===== config.mk =====
export PLATFORM = sky130hd
export DESIGN_NAME = apb_master_arb
export DESIGN_NICKNAME = d
export VERILOG_FILES = /design/src/rtl/apb_pkg.sv /design/src/rtl/rr_arbiter.sv /design/src/rtl/apb_master_arb.sv
export SDC_FILE = /design/constraint.sdc
export NUM_CORES = 1
export LEC_CHECK = 0
export ABC_AREA = 1
export CAP_MARGIN = 15
export CORE_MARGIN = 8
export CORE_UTILIZATION = 37
export DETAILED_ROUTE_END_ITERATION = 7
export GPL_TIMING_DRIVEN = 0
export PLACE_DENSITY = 0.87
export SETUP_SLACK_MARGIN = 0.3
export SLEW_MARGIN = 20
export SYNTH_ARGS = -nofsm -noshare
export SYNTH_HDL_FRONTEND = slang
export SYNTH_SLANG_ARGS = --single-unit
export TNS_END_PERCENT = 100

===== constraint.sdc =====
create_clock -name PCLK -period 1.93 [get_ports PCLK]
set_input_delay 0.193 -clock PCLK [delete_from_list [all_inputs] [get_ports PCLK]]
set_output_delay 0.193 -clock PCLK [all_outputs]
set_load 0.01 [all_outputs]

===== src/rtl/apb_pkg.sv =====
// apb_pkg: shared APB master types and constants.
// Bus widths, PSEL decode field and FSM states.
package apb_pkg;

  typedef enum logic [1:0] {
    IDLE,
    SETUP,
    ACCESS
  } apb_state_e;

  localparam int APB_ADDR_W = 32;
  localparam int APB_DATA_W = 32;
  localparam int APB_PSEL_W = 16;
  localparam int PSEL_MSB   = 15;
  localparam int PSEL_LSB   = 12;

endpackage


===== src/rtl/rr_arbiter.sv =====
// rr_arbiter: round-robin arbiter with internal pointer.
// Search starts one past the last winner and wraps.
module rr_arbiter #(
  parameter int N = 4
) (
  input  logic         clk,
  input  logic         rst_n,
  input  logic [N-1:0] req,
  input  logic         advance,
  output logic [N-1:0] grant
);

  localparam int LW = (N > 1) ? $clog2(N) : 1;

  logic [LW-1:0] last_q, last_d;
  logic          found;

  // first requester above the pointer, else lowest one
  always_comb begin
    grant = '0;
    found = 1'b0;
    for (int i = 0; i < N; i++) begin
      if (!found && req[i] && (i > int'(last_q))) begin
        grant[i] = 1'b1;
        found    = 1'b1;
      end
    end
    for (int i = 0; i < N; i++) begin
      if (!found && req[i]) begin
        grant[i] = 1'b1;
        found    = 1'b1;
      end
    end
  end

  // remember the winner once the grant is taken
  always_comb begin
    last_d = last_q;
    for (int i = 0; i < N; i++) begin
      if (advance && grant[i]) last_d = LW'(i);
    end
  end

  // pointer register; reset makes index 0 win first
  always_ff @(posedge clk or negedge rst_n) begin
    if (!rst_n) last_q <= LW'(N - 1);
    else        last_q <= last_d;
  end

endmodule


===== src/rtl/apb_master_arb.sv =====
// apb_master_arb: multi-requester APB master.
// Round-robin grant, SETUP/ACCESS phases, timeout abort.
module apb_master_arb
  import apb_pkg::*;
#(
  parameter int NREQ    = 4,
  parameter int TIMEOUT = 256
) (
  input  logic                             PCLK,
  input  logic                             PRESETn,
  input  logic [NREQ-1:0]                  req_valid,
  output logic [NREQ-1:0]                  req_ready,
  input  logic [NREQ-1:0][APB_ADDR_W-1:0]  req_addr,
  input  logic [NREQ-1:0][APB_DATA_W-1:0]  req_wdata,
  input  logic [NREQ-1:0]                  req_write,
  output logic [NREQ-1:0]                  rsp_valid,
  output logic [APB_DATA_W-1:0]            rsp_rdata,
  output logic                             rsp_err,
  output logic [APB_ADDR_W-1:0]            PADDR,
  output logic [APB_DATA_W-1:0]            PWDATA,
  output logic [APB_PSEL_W-1:0]            PSEL,
  output logic                             PENABLE,
  output logic                             PWRITE,
  input  logic                             PREADY,
  input  logic [APB_DATA_W-1:0]            PRDATA
);

  localparam int CW = $clog2(TIMEOUT + 1);

  apb_state_e            state_q, state_d;
  logic [APB_ADDR_W-1:0] addr_q, addr_d;
  logic [APB_DATA_W-1:0] wdata_q, wdata_d;
  logic                  write_q, write_d;
  logic [NREQ-1:0]       owner_q, owner_d;
  logic [CW-1:0]         cnt_q, cnt_d;
  logic [NREQ-1:0]       ready_q, ready_d;
  logic [NREQ-1:0]       rspv_q, rspv_d;
  logic [APB_DATA_W-1:0] rdata_q, rdata_d;
  logic                  err_q, err_d;
  logic [NREQ-1:0]       gnt;
  logic                  adv;

  rr_arbiter #(.N(NREQ)) u_arb (
    .clk     (PCLK),
    .rst_n   (PRESETn),
    .req     (req_valid),
    .advance (adv),
    .grant   (gnt)
  );

  // transfer sequencing: grant, setup, access, complete
  always_comb begin
    state_d = state_q;
    addr_d  = addr_q;
    wdata_d = wdata_q;
    write_d = write_q;
    owner_d = owner_q;
    cnt_d   = cnt_q;
    ready_d = '0;
    rspv_d  = '0;
    rdata_d = '0;
    err_d   = 1'b0;
    adv     = 1'b0;
    unique case (state_q)
      IDLE: begin
        if (|req_valid) begin
          adv     = 1'b1;
          ready_d = gnt;
          owner_d = gnt;
          cnt_d   = '0;
          for (int i = 0; i < NREQ; i++) begin
            if (gnt[i]) begin
              addr_d  = req_addr[i];
              wdata_d = req_wdata[i];
              write_d = req_write[i];
            end
          end
          state_d = SETUP;
        end
      end
      SETUP: begin
        cnt_d   = '0;
        state_d = ACCESS;
      end
      ACCESS: begin
        if (PREADY) begin
          rspv_d  = owner_q;
          rdata_d = write_q ? '0 : PRDATA;
          state_d = IDLE;
        end else if (cnt_q == CW'(TIMEOUT - 1)) begin
          rspv_d  = owner_q;
          err_d   = 1'b1;
          state_d = IDLE;
        end else begin
          cnt_d = cnt_q + CW'(1);
        end
      end
      default: state_d = IDLE;
    endcase
  end

  // state and captured request registers
  always_ff @(posedge PCLK or negedge PRESETn) begin
    if (!PRESETn) begin
      state_q <= IDLE;
      addr_q  <= '0;
      wdata_q <= '0;
      write_q <= 1'b0;
      owner_q <= '0;
      cnt_q   <= '0;
      ready_q <= '0;
      rspv_q  <= '0;
      rdata_q <= '0;
      err_q   <= 1'b0;
    end else begin
      state_q <= state_d;
      addr_q  <= addr_d;
      wdata_q <= wdata_d;
      write_q <= write_d;
      owner_q <= owner_d;
      cnt_q   <= cnt_d;
      ready_q <= ready_d;
      rspv_q  <= rspv_d;
      rdata_q <= rdata_d;
      err_q   <= err_d;
    end
  end

  // slave select decoded from the held address
  always_comb begin
    PSEL = '0;
    if (state_q != IDLE) PSEL[addr_q[PSEL_MSB:PSEL_LSB]] = 1'b1;
  end

  assign PENABLE   = (state_q == ACCESS);
  assign PADDR     = addr_q;
  assign PWDATA    = wdata_q;
  assign PWRITE    = write_q;
  assign req_ready = ready_q;
  assign rsp_valid = rspv_q;
  assign rsp_rdata = rdata_q;
  assign rsp_err   = err_q;

endmodule


==> results of run 1 <==
## through the flow
step	hold WS (ns)	instance area, sq um	instances	setup WS, ns	power (W)
after CTS	0.2789	13620	1932	0.1736	0.01726
after global routing	0.2850	14090	1953	-0.002448	0.01943
final	0.2839	14090	1953	0.08035	0.01822
after floorplan	-0.1026	8043	1177	0.2408	0.009104
after global placement	0.4614	12610	1878	-4.252	0.01309
after detailed placement	0.2381	12640	1879	-0.2874	0.01332
## routing by layer
metal	share of wire [%]	wire [um]	GRT usage (%)	vias to the layer above
li1	-	-	-	4585
met1	39	13910	30.05	4482
met2	50	18150	44.17	397
met3	7.0	2522	5.872	89
met4	4.0	1445	11.01	4
met5	0.075	27	0	-
## flip-flops by register name (all words and copies together), names as in the netlist
register,flops
rsp_rdata,32
u_arb.last_q,2
state_q,2
PWDATA,32
req_ready,4
rsp_valid,4
PADDR,32
cnt_q,9
rsp_err,1
PWRITE,1
owner_q,4
## power breakdown
part	switching [W]	leakage (nW)	internal (W)
Clock	0.00142	0.270	0.00172
Sequential	0.000583	1.57	0.00351
Combinational	0.00590	5.27	0.00508
## tightest hold or removal path, stage by stage
cell and delay (ns):
clkdlybuf4s50_1 0.40, inv_1 0.05, nor2_1 0.03
## placed cells by master (no fill, tap or decap), drive strengths merged, types with 3 or more instances in the layout
cell,n
clkdlybuf4s50,398
nor2,61
o21ai,6
a21oi,3
nand3b,66
o31ai,4
or2,65
nand4,4
nand2,357
dfrtp,121
buf,106
clkinvlp,4
dlymetal6s2s,5
inv,200
clkbuf,45
xor2,3
nor3,12
nand3,199
## cell usage after synthesis (2+ instances only)
cell type,number
a21oi_1,3
and3_1,2
buf_1,13
buf_2,19
buf_4,7
buf_6,15
clkbuf_1,19
dfrtp_1,121
dfstp_2,2
ha_1,2
inv_1,187
inv_2,3
nand2_1,355
nand2_2,2
nand3_1,198
nand3b_1,66
nand4_1,3
nor2_1,58
nor2_2,2
nor3_1,12
o211ai_1,2
o21ai_0,5
o31ai_1,4
or2_1,24
or2_2,41
xor2_1,3
## final timing paths
check                                      to  slack [ns]  cells after the start
worst max register to register       cnt_q[5]        0.08                     11
worst max-delay path                 cnt_q[5]        0.08                     11
max in group asynchronous          PWDATA[28]        0.86                      3
worst min register to register     PWDATA[23]        0.48                      2
min in group asynchronous           PWDATA[8]        0.32                      2
worst min-delay path            rsp_rdata[21]        0.28                      3
## timing repair
item	4_1_cts	5_1_grt
hold buffers	1	0
hold endpoints to repair	63	0
resized for setup	148	99
pin swaps	14	25
cloned	1	3
buffers inserted	20	18
setup endpoints to repair	100	125
## cell families after synthesis
family | after synthesis | share of synthesized area, %
AO/OA/AOI/OAI | 17 | 1.312
XOR/XNOR | 4 | 0.4376
adder cells (fa/ha/maj) | 2 | 0.3125
buffers and inverters | 265 | 14.59
flip-flops | 123 | 38.47
AND/OR/NAND/NOR | 766 | 44.88
## layout make-up
cell class | instances | area, sq um
timing repair buffer | 465 | 4606
clock buffer | 17 | 425.4
inverter | 191 | 732.0
clock inverter | 15 | 146.4
multi-input combinational | 789 | 4138
buffer | 73 | 610.6
tap | 280 | 350.3
sequential | 123 | 3087
fill | 1794 | 7458
==> metrics.log, run 1 <==
[metrics] outcome: finished clean
[metrics] hpwl dp: 27560 um
[metrics] First DRT Iteration DRCs: 651
[metrics] CTS tree: done
[metrics] number of design rule violations left after detail routing: 0
[metrics] Cell Area, Synth: between 8000 and 9000 sq um
[metrics] per-cell routed wire length: 18.46 um
[metrics] CTS H-Tree Depth: 4
[metrics] Final Max Tran Viols: 0
[metrics] CP arrival: 2.17 ns
[metrics] area share of the largest cell type after synthesis: ~38%
[metrics] overall die width: approximately 160 um
[metrics] Crit. Startpoint: cnt_q[1]
[metrics] site row count: 54
[metrics] share of cells above drive strength 1: about 17%
[metrics] Async S/R FF share, synth: 100.0%
[metrics] count of endpoints failing hold in the final timing report: 0
[metrics] RD Place Congestion: 0.9565
[metrics] total congestion overflow: 0
[metrics] number of antenna violations at the first check in global routing: 2
[metrics] Crit Path Max Fanout: 4
[metrics] unrepaired setup endpoints after global routing: true
[metrics] maximum VDD drop: 599.3 uV
[metrics] ant diodes: 0
[metrics] number of clock sinks seen by CTS: 123
[metrics] clock slew at reported path FFs: 0.07 ns
[metrics] post-synthesis cell type with the largest combined area: dfrtp_1
[metrics] Leak Pwr: 7.111 nW
[metrics] Initial Util: between 30% and 40%
[metrics] Post-synth top flop: dfrtp_1
[metrics] worst-skew pair later-pin latency: 0.42 ns
[metrics] Syn-to-layout area delta: 76.02%
[metrics] proportion of synthesized chip area in sequential cells: roughly 38%
[metrics] ports placed on the boundary: 422
[metrics] number of maximum-capacitance violations: 0
[metrics] most area-consuming cells after synthesis: dfrtp_1, nand2_1, nand3_1, inv_1, nand3b_1
[metrics] maximum operating frequency: 540.6 MHz
[metrics] crit-path cells: ha_4, nand3_2, nor3_2, ha_2, nor2_4, nand2_2, inv_2, nor2_4, buf_4, buf_6, o31ai_2
[metrics] Placeable Area: approximately 22000 sq um
[metrics] kind of end point of the critical path: register
[metrics] time the worst path needs with I/O delays and setup: 1.850 ns
[metrics] path type of the worst min-delay path: input port to register
[metrics] Least-Margin Pin Slew: 0.6587 ns
[metrics] start point of the worst hold path: PRDATA[21]
[metrics] required time of the worst setup path: 2.26 ns
[metrics] number of flops mapped to enable cells by yosys: 0
[metrics] final net count: about 2000
[metrics] Final period util: 95.84%
[metrics] post-synthesis area per instance: 6.803 sq um
[metrics] y dimension of the die: between 150 and 200 um
[metrics] clock tree skew after final layout: 0.01334 ns
[metrics] pin count of the biggest net entering global routing: 67
[metrics] first-pass iteration count of the detailed router: 5
[metrics] CP max stage delay: 0.42 ns
[metrics] delay-heaviest family, CP: flip-flops
[metrics] Max Root-Sink Buffers: 2
[metrics] source of the worst register-to-register timing path: cnt_q[1]
[metrics] final routed wirelength across all metal layers: 36050 um
[metrics] post-DR vias/cell: 4.893
[metrics] Total Negative Setup Slacks: 0 ns
[metrics] synthesized netlist net count: between 1000 and 1500
[metrics] total number of vias: 9557
[metrics] Critical Path Slowest Stage Cell: dfrtp_1
[metrics] final core utilization: 65.40%
[metrics] overall die area: approximately 27000 sq um
[metrics] total global routing track utilization: 25.62%
[metrics] Max transition margin: 56.09%
[metrics] number of different library cells in the post-synthesis netlist: 35
[metrics] first-pass GRT wire length: 52880 um
[metrics] number of buffers inserted during clock tree synthesis: 17
[metrics] count of input and output buffers: 421
[metrics] remaining antenna violation count: 0
[metrics] root buffer cell: clkbuf_16
[metrics] critical setup path kind: register to register
[metrics] number of instances in the synthesized netlist: 1177
[metrics] final setup vio count: 0
[metrics] FF+latch count, synth: 123
[metrics] Top cell by count, worst path: nor2_4
[metrics] sort of element at the start of the critical path: register
[metrics] total number of yosys warnings: 0
[metrics] areal power density over the cells: 1292 nW/um^2
[metrics] number of buffers and inverters on the critical path: 3
[metrics] vias in the first global route: 9624
(Power assumes the default switching activity.)
==> inputs of run 2 (changes only) <==
Settings changed: CORE_AREA set to 3 3 165 167, CORE_MARGIN 8 to not set, CORE_UTILIZATION 37 to not set, DIE_AREA set to 0 0 168 170, GPL_TIMING_DRIVEN 0 to 1, PLACE_DENSITY 0.87 to 0.76, SETUP_SLACK_MARGIN 0.3 to 0.4.
==> run 2 against run 1 <==
Effect of this change:
- cell count rose by 1.8%
- sequential power about the same
- die area increased by 7.3%
==> metrics.log, run 2 (synthesized netlist as in run 1, its figures left out) <==
[metrics] number of antenna violations at the first check in global routing: 1
[metrics] number of filler instances in the final layout: about 2300
[metrics] count of input and output buffers: 421
[metrics] overall die width: 168 um
[metrics] final routed wirelength across all metal layers: 34400 um
[metrics] first-pass iteration count of the detailed router: 6
[metrics] worst hold path stage count: 3
[metrics] Leak Pwr: 7.511 nW
[metrics] path type of the worst min-delay path: input port to register
[metrics] Final Max Tran Viols: 0
[metrics] sort of element at the start of the critical path: register
[metrics] share of cells above drive strength 1: 16.58%
[metrics] outcome: finished clean
[metrics] Register-to-Register Setup Slack: 0.12 ns
[metrics] leading cell types in the layout, fill and taps excluded: clkdlybuf4s50_1, nand2_1, nand3_1
[metrics] Initial Util: 30.90%
[metrics] sequential cell area: 3087 sq um
[metrics] CTS tree: done
[metrics] per-cell routed wire length: between 15 and 20 um
[metrics] CP arrival: approximately 2.1 ns
[metrics] final setup vio count: 0
[metrics] Least-Margin Pin Slew: roughly 0.66 ns
[metrics] area occupied by multi-input gates: 4180 sq um
[metrics] hpwl dp: 23050 um
[metrics] Setup WS post-layout: 0.1204 ns
[metrics] maximum VDD drop: 918.7 uV
[metrics] RD Place Congestion: roughly 0.9
[metrics] required time of the worst setup path: about 2.2 ns
[metrics] post-DR vias/cell: between 4 and 5
[metrics] worst-skew pair later-pin latency: about 0.42 ns
[metrics] remaining antenna violation count: 0
[metrics] Total Negative Setup Slacks: 0 ns
[metrics] total global routing track utilization: 21.62%
[metrics] CTS H-Tree Depth: 4
[metrics] areal power density over the cells: 1299 nW/um^2
[metrics] ports placed on the boundary: approximately 420
[metrics] critical setup path kind: register to register
[metrics] Max transition margin: 55.73%
[metrics] Placeable Area: 25910 sq um
[metrics] most common cell after layout, fill and taps aside: clkdlybuf4s50_1
[metrics] number of maximum-capacitance violations: 0
[metrics] kind of end point of the critical path: register
[metrics] Max Root-Sink Buffers: 2
[metrics] count of endpoints failing hold in the final timing report: 0
[metrics] clock slew at reported path FFs: 0.07 ns
[metrics] total congestion overflow: 0
[metrics] overall die area: 28560 sq um
[metrics] maximum operating frequency: 552.6 MHz
[metrics] Syn-to-layout area delta: 80.03%
[metrics] R2R cell count: 11
[metrics] final core utilization: 55.64%
[metrics] number of design rule violations left after detail routing: 0
[metrics] site row count: 59
[metrics] number of buffers inserted during clock tree synthesis: 17
[metrics] time the worst path needs with I/O delays and setup: 1.810 ns
[metrics] number of clock sinks seen by CTS: 123
[metrics] total number of vias: 9485
[metrics] unrepaired setup endpoints after global routing: true
[metrics] y dimension of the die: 170 um
[metrics] root buffer cell: clkbuf_16
[metrics] Crit Path Max Fanout: 24
[metrics] First DRT Iteration DRCs: 538
[metrics] vias in the first global route: 9167
[metrics] first-pass GRT wire length: 48930 um
[metrics] Final period util: 93.76%
[metrics] clock tree skew after final layout: 0.01006 ns
[metrics] final net count: 1941
[metrics] worst setup slack before clock tree synthesis: -0.1202 ns
[metrics] pin count of the biggest net entering global routing: 77
[run 2: final timing paths]
path / start / to
setup / recovery: u_arb.last_q[0] / PADDR[15]
hold reg to reg: PWDATA[22] / PWDATA[22]
max in group asynchronous: PRESETn / PADDR[12]
min in group asynchronous: PRESETn / PADDR[18]
hold / removal: PRDATA[16] / rsp_rdata[16]
setup reg to reg: u_arb.last_q[0] / PADDR[15]
[run 2: report_power, final]
part / switching [W] / internal (W)
clock network: 0.00144 / 0.00172
logic: 0.00608 / 0.00542
registers: 0.000563 / 0.00351
total: 0.00808 / 0.0107
[run 2: through the flow]
| stage | hold WS (ns) | power, W | instances | instance area, sq um |
|---|---|---|---|---|
| floorplan | -0.1026 | 0.009204 | 1177 | 8108 |
| global placement | 0.2135 | 0.01338 | 1903 | 12770 |
| detailed placement | 0.2204 | 0.01355 | 1903 | 12770 |
| CTS | 0.2613 | 0.01737 | 1953 | 13640 |
| global route | 0.2679 | 0.02005 | 1989 | 14420 |
| finish | 0.2888 | 0.01873 | 1989 | 14420 |
[run 2: metal layers]
layer,part of all wire (%),vias up,track usage (%)
li1,-,4542,-
met2,51,454,38.34
met3,6.7,90,4.413
met4,4.2,0,9.427
met5,0,-,0
met1,38,4399,25.38
[run 2: layout make-up]
| type | count | share of cell area, % |
|---|---|---|
| Timing Repair Buffer | 517 | 37.57 |
| Sequential cell | 123 | 21.41 |
| Inverter | 191 | 5.077 |
| Antenna cell | 1 | 0.01736 |
| Clock buffer | 17 | 2.951 |
| Multi-Input combinational cell | 790 | 29.00 |
| Tap cell | 335 | 2.907 |
| Clock inverter | 15 | 1.068 |
[run 2: what timing repair did]
item | CTS | global route
hold buffers | 1 | 0
pin swaps | 9 | 24
gates resized for setup | 118 | 120
setup endpoints to repair | 159 | 183
gates cloned | 1 | 9
hold endpoints to repair | 121 | 0
setup buffers | 16 | 26
[run 2: worst max-delay path, stage by stage, from the launching register on]
cell and delay [ns]:
dfstp_2 0.54, nand2_1 0.06, nand2_2 0.10, buf_4 0.13, nand4_4 0.12, nand2_4 0.13
buf_12 0.18, nand2_1 0.07, nand3_1 0.09, nand2_1 0.10, nand3_1 0.11, nand2_1 0.06
